## src/rtl/uart_tx_arbiter.sv

```systemverilog
// uart_tx_arbiter: round-robin sharing of one UART transmitter among NUM_REQ byte sources
module uart_tx_arbiter #(
  parameter int NUM_REQ       = 4,
  parameter int START_TIMEOUT = 8,
  parameter int TW            = 4
) (
  input  logic                 clk,
  input  logic                 rst,
  input  logic [NUM_REQ-1:0]   req,
  input  logic [8*NUM_REQ-1:0] req_data,
  input  logic [NUM_REQ-1:0]   req_par_en,
  input  logic [NUM_REQ-1:0]   req_par_typ,
  output logic [NUM_REQ-1:0]   ack,
  output logic [7:0]           p_data,
  output logic                 data_valid,
  output logic                 par_en,
  output logic                 par_typ,
  input  logic                 busy,
  output logic [2:0]           grant_id,
  output logic                 arb_busy,
  output logic                 launch_err
);
  localparam logic [1:0] IDLE = 2'd0, LAUNCH = 2'd1, WAIT_START = 2'd2, WAIT_END = 2'd3;
  logic [1:0] state_q, state_d;
  logic [2:0] ptr_q, ptr_d, grant_id_q, grant_id_d, sel, cand;
  logic found;
  logic [NUM_REQ-1:0] ack_q, ack_d;
  logic [7:0] p_data_q, p_data_d, ack_x, req_x, pen_x, ptyp_x;
  logic [7:0] data_a [8];
  logic par_en_q, par_en_d, par_typ_q, par_typ_d, dv_q, dv_d, err_q, err_d;
  logic [TW-1:0] cnt_q, cnt_d;
  assign req_x  = 8'(req);
  assign pen_x  = 8'(req_par_en);
  assign ptyp_x = 8'(req_par_typ);
  for (genvar i = 0; i < 8; i++) begin : g_pad
    if (i < NUM_REQ) begin : g_on
      assign data_a[i] = req_data[8*i +: 8];
    end else begin : g_off
      assign data_a[i] = '0;
    end
  end
  always_comb begin
    sel = '0;
    cand = '0;
    found = 1'b0;
    for (int k = NUM_REQ - 1; k >= 0; k--) begin
      cand = 3'((int'(ptr_q) + k) % NUM_REQ);
      if (req_x[cand]) begin
        sel = cand;
        found = 1'b1;
      end
    end
  end
  always_comb begin
    state_d    = state_q;
    ptr_d      = ptr_q;
    grant_id_d = grant_id_q;
    p_data_d   = p_data_q;
    par_en_d   = par_en_q;
    par_typ_d  = par_typ_q;
    cnt_d      = cnt_q;
    ack_d      = '0;
    dv_d       = 1'b0;
    err_d      = 1'b0;
    ack_x      = 8'd1 << sel;
    case (state_q)
      IDLE: if (!busy && found) begin
        state_d    = LAUNCH;
        ptr_d      = (sel == 3'(NUM_REQ - 1)) ? 3'd0 : sel + 3'd1;
        grant_id_d = sel;
        p_data_d   = data_a[sel];
        par_en_d   = pen_x[sel];
        par_typ_d  = ptyp_x[sel];
        ack_d      = ack_x[NUM_REQ-1:0];
      end
      LAUNCH: begin
        state_d = WAIT_START;
        cnt_d   = '0;
        dv_d    = 1'b1;
      end
      WAIT_START: if (busy) state_d = WAIT_END;
        else if (cnt_q == TW'(START_TIMEOUT)) begin
          err_d   = 1'b1;
          state_d = IDLE;
        end else cnt_d = cnt_q + TW'(1);
      default: if (!busy) state_d = IDLE;
    endcase
  end
  always_ff @(posedge clk) begin
    if (rst) begin
      state_q    <= IDLE;
      ptr_q      <= '0;
      grant_id_q <= '0;
      p_data_q   <= '0;
      par_en_q   <= 1'b0;
      par_typ_q  <= 1'b0;
      cnt_q      <= '0;
      ack_q      <= '0;
      dv_q       <= 1'b0;
      err_q      <= 1'b0;
    end else begin
      state_q    <= state_d;
      ptr_q      <= ptr_d;
      grant_id_q <= grant_id_d;
      p_data_q   <= p_data_d;
      par_en_q   <= par_en_d;
      par_typ_q  <= par_typ_d;
      cnt_q      <= cnt_d;
      ack_q      <= ack_d;
      dv_q       <= dv_d;
      err_q      <= err_d;
    end
  end
  assign ack        = ack_q;
  assign p_data     = p_data_q;
  assign data_valid = dv_q;
  assign par_en     = par_en_q;
  assign par_typ    = par_typ_q;
  assign grant_id   = grant_id_q;
  assign arb_busy   = state_q != IDLE;
  assign launch_err = err_q;
endmodule

```

## config.mk

```make
export PLATFORM = sky130hd
export DESIGN_NAME = uart_tx_arbiter
export DESIGN_NICKNAME = d
export VERILOG_FILES = /design/src/rtl/uart_tx_arbiter.sv
export SDC_FILE = /design/constraint.sdc
export NUM_CORES = 1
export LEC_CHECK = 0
export CORE_MARGIN = 5
export CORE_UTILIZATION = 40
export CTS_BUF_LIST = sky130_fd_sc_hd__clkbuf_2 sky130_fd_sc_hd__clkbuf_4 sky130_fd_sc_hd__clkbuf_8
export CTS_CLUSTER_SIZE = 12
export DETAILED_ROUTE_END_ITERATION = 7
export GPL_TIMING_DRIVEN = 0
export HOLD_SLACK_MARGIN = 0.05
export PLACE_DENSITY = 0.79
export SETUP_SLACK_MARGIN = 0.1
export SLEW_MARGIN = 20
export SYNTH_ARGS = -nofsm -noshare
export SYNTH_HDL_FRONTEND = slang
export SYNTH_SLANG_ARGS = --single-unit
```

## constraint.sdc

```tcl
create_clock -name clk -period 2.3 [get_ports clk]
set_clock_uncertainty 0.05 [all_clocks]
set_input_delay 0.46 -clock clk [delete_from_list [all_inputs] [get_ports clk]]
set_output_delay 0.46 -clock clk [all_outputs]
set_load 0.01 [all_outputs]
```

==> reports/summary.txt <==
Synthesis Warnings: 0
Period utilization: 0.8789
CTS max path bufs: 2
Hold crit path type: reg -> reg
Top cell type's share of synthesized area: 0.3782
Post-synth EDFFs: 0
Compound-Gate Fraction of Synth Area: 0.1536
Hpwl dp: 3207 um
Sw Pwr: 0.3407 mW
WL per Instance: 15.34 um
Distinct cells, synth: 40
Max-Cap Viols: 0
Gr usage total: 0.1679
CTS HTree Levels: 1
Syn Nets: 192
Vias: 1,330
RSZ-0062 raised after global routing: no
Synth async-reset ratio: 0
Synth Area in Simple Gates: 0.2182
Antenna violations before repair: 0
Kind of critical path: in -> reg
Adder-cell share of the synthesized area: 0.01818
Initial core utilization: 0.4124
GPL Wtd Cong: 0.7464
Setup ws final: 278.4 ps
Crit path required time: 2500 ps
Hold-fix buffers at CTS: 0
Final setup viols: 0
Final Hold Vio Count: 0
Clock period minus worst slack: 2022 ps
Cell Pwr Density: 546.7 nW/um2
Switching part of the total: 0.2939
Die Y: 68.66 um
Pre-CTS WS: -69.95 ps
Critical Path End Type: register
Antenna Cells: 0
Footprint of the multi-input gates: 757.0 um2
Overflow after GRT: 0
Final slew viol count: 0
Peak VDD IR: 0.2413 mV
First-pass GRT wire length: 6037 um
Layout cells sized above 1: 0.09906
Post-synthesis register bit count: 26
# fillers: 299
Sink Count: 26
Comb pwr share: 0.355
Via density: 5.155
Cell taking the most area after synthesis: dfxtp_1
Post-synthesis xor/xnor area fraction: 0.01909
Worst-margin pin slew: 495.5 ps
CP Data Arrival Time: 2220 ps
Peak fanout along the critical path: 10
Die Area: 4714 um2
Avg Inst Size Synth: 9.625 um2
Mapped cell area: 1376 um2
PortBufs: 65
FF/Latch Area: 520.5 um2
TritonCTS Buffers: 3
First DRT Iteration DRCs: 44
Startpoint Class: input pin
Area Growth Syn to Fin: 54.09%
Fmax: 494.7 MHz
Chip Width: 68.66 um
Layout Utilization: 0.6355
Clock power share: 0.203
ANT nets after route: 0
Share of power burned in registers: 0.443
Placement row count: 21
NumNets Final: 262
Synth top area cells: dfxtp_1 38%, mux2i_1 14%, o221ai_1 5.7%
Post-synth top flop: dfxtp_1
Drt total wl: 3957 um
Post-CTS setup buffer count: 0
Post-synthesis sequential area ratio: 0.3782
Core area: 3337 um2
Main combinational cell family by area after synthesis: simple AND/OR/NAND/NOR gates
Clock latency at the later pin of the worst-skew pair: 320 ps
I/O pin total: 67
Drt first pass iters: 4
Number of global-route vias before repair: 1,362
Syn Inst Count: 143
Largest net degree at the start of global routing: 15
Top-count cell post-synth: dfxtp_1
CTS tree: done
Status: completed
Relative slew slack: 0.6666
Root Driver: clkbuf_4
Power Internal: 0.8187 mW
Leak: 0.8445 nW
Reg clk slew, reported paths: 140 ps
Mux contribution to synthesized area: 0.1382
DRC Markers: 0
Synth cell count leaders: 26 x dfxtp_1, 19 x mux2i_1, 9 x nand3b_1, 9 x o221ai_1
Resized cells post-CTS: 0
## worst max-delay path, stage by stage
cell and delay (ps):
clkdlybuf4s50_1 470, nor4_1 500, or3_1 180, buf_4 170, buf_2 240, nand3b_1 110, o221ai_1 90
## path summary, 6_finish.rpt
check / start / end / slack (ps) / cells after the start
worst min-delay path: grant_id[0] / grant_id[0] / 420 / 2
worst max-delay path: req[0] / p_data[4] / 280 / 7
worst max register to register: state_q[0] / p_data[7] / 550 / 7
worst min register to register: grant_id[0] / grant_id[0] / 420 / 2
## logic make-up after synthesis
logic type               Yosys count
multiplexers                      19
buffers and inverters             17
adder cells (fa/ha/maj)            2
AND/OR/NAND/NOR                   49
AO/OA/AOI/OAI                     26
XOR/XNOR                           3
other                              1
flip-flops                        26
## per-stage QoR
| step | area, um2 | cells | hold slack (ps) | total power, mW | TNS (ps) |
|---|---|---|---|---|---|
| after floorplan | 1376 | 143 | 423.8 | 0.7413 | 0 |
| after global placement | 2085 | 254 | 401.0 | 0.9257 | -10.03 |
| after detailed placement | 2085 | 254 | 402.2 | 0.9384 | -575.6 |
| after CTS | 2121 | 258 | 420.9 | 1.167 | 0 |
| after global routing | 2121 | 258 | 436.9 | 1.218 | 0 |
| final | 2121 | 258 | 419.5 | 1.159 | 0 |
## state kept, by name, indices dropped and copies added, names as in the netlist
| name | count |
|---|---|
| state_q | 2 |
| ptr_q | 2 |
| ack | 4 |
| grant_id | 2 |
| par_typ | 1 |
| p_data | 8 |
| launch_err | 1 |
| data_valid | 1 |
| par_en | 1 |
| cnt_q | 4 |
## final cells by class
type                    count  area share
repair buffers             65      0.3068
multi-input cells         100      0.3569
plain buffers               9     0.03245
inverters                   8     0.01416
flip-flops and latches     26      0.2454
well taps                  46     0.02714
clock buffers               4     0.01711
## layout by cell type, fill, tap and decap left out, types with 5 or more instances in the layout
cell	Yosys	layout
clkdlybuf4s50_1	0	65
dfxtp_1	26	26
nand2_1	5	5
inv_1	7	7
o221ai_1	9	9
a21oi_1	6	6
nor2_1	7	7
nand3_1	6	6
nand3b_1	9	9
mux2i_1	19	19
## metal layers
metal  vias up  part of all wire  global-route usage
met3         4             0.039             0.01783
met4         0             0.013             0.06700
met5         -                 0                   0
li1        658                 -                   -
met1       634              0.40              0.1860
met2        34              0.55              0.3206
## power groups by stage
stage	sequential (mW)	clock (mW)	combinational (mW)
final	0.513	0.235	0.411
after global routing	0.519	0.255	0.443
after CTS	0.513	0.237	0.416
after detailed placement	0.523	0	0.415
after global placement	0.521	0	0.404
after floorplan	0.535	0	0.207
Note: power is estimated with default switching activity, not from simulation.
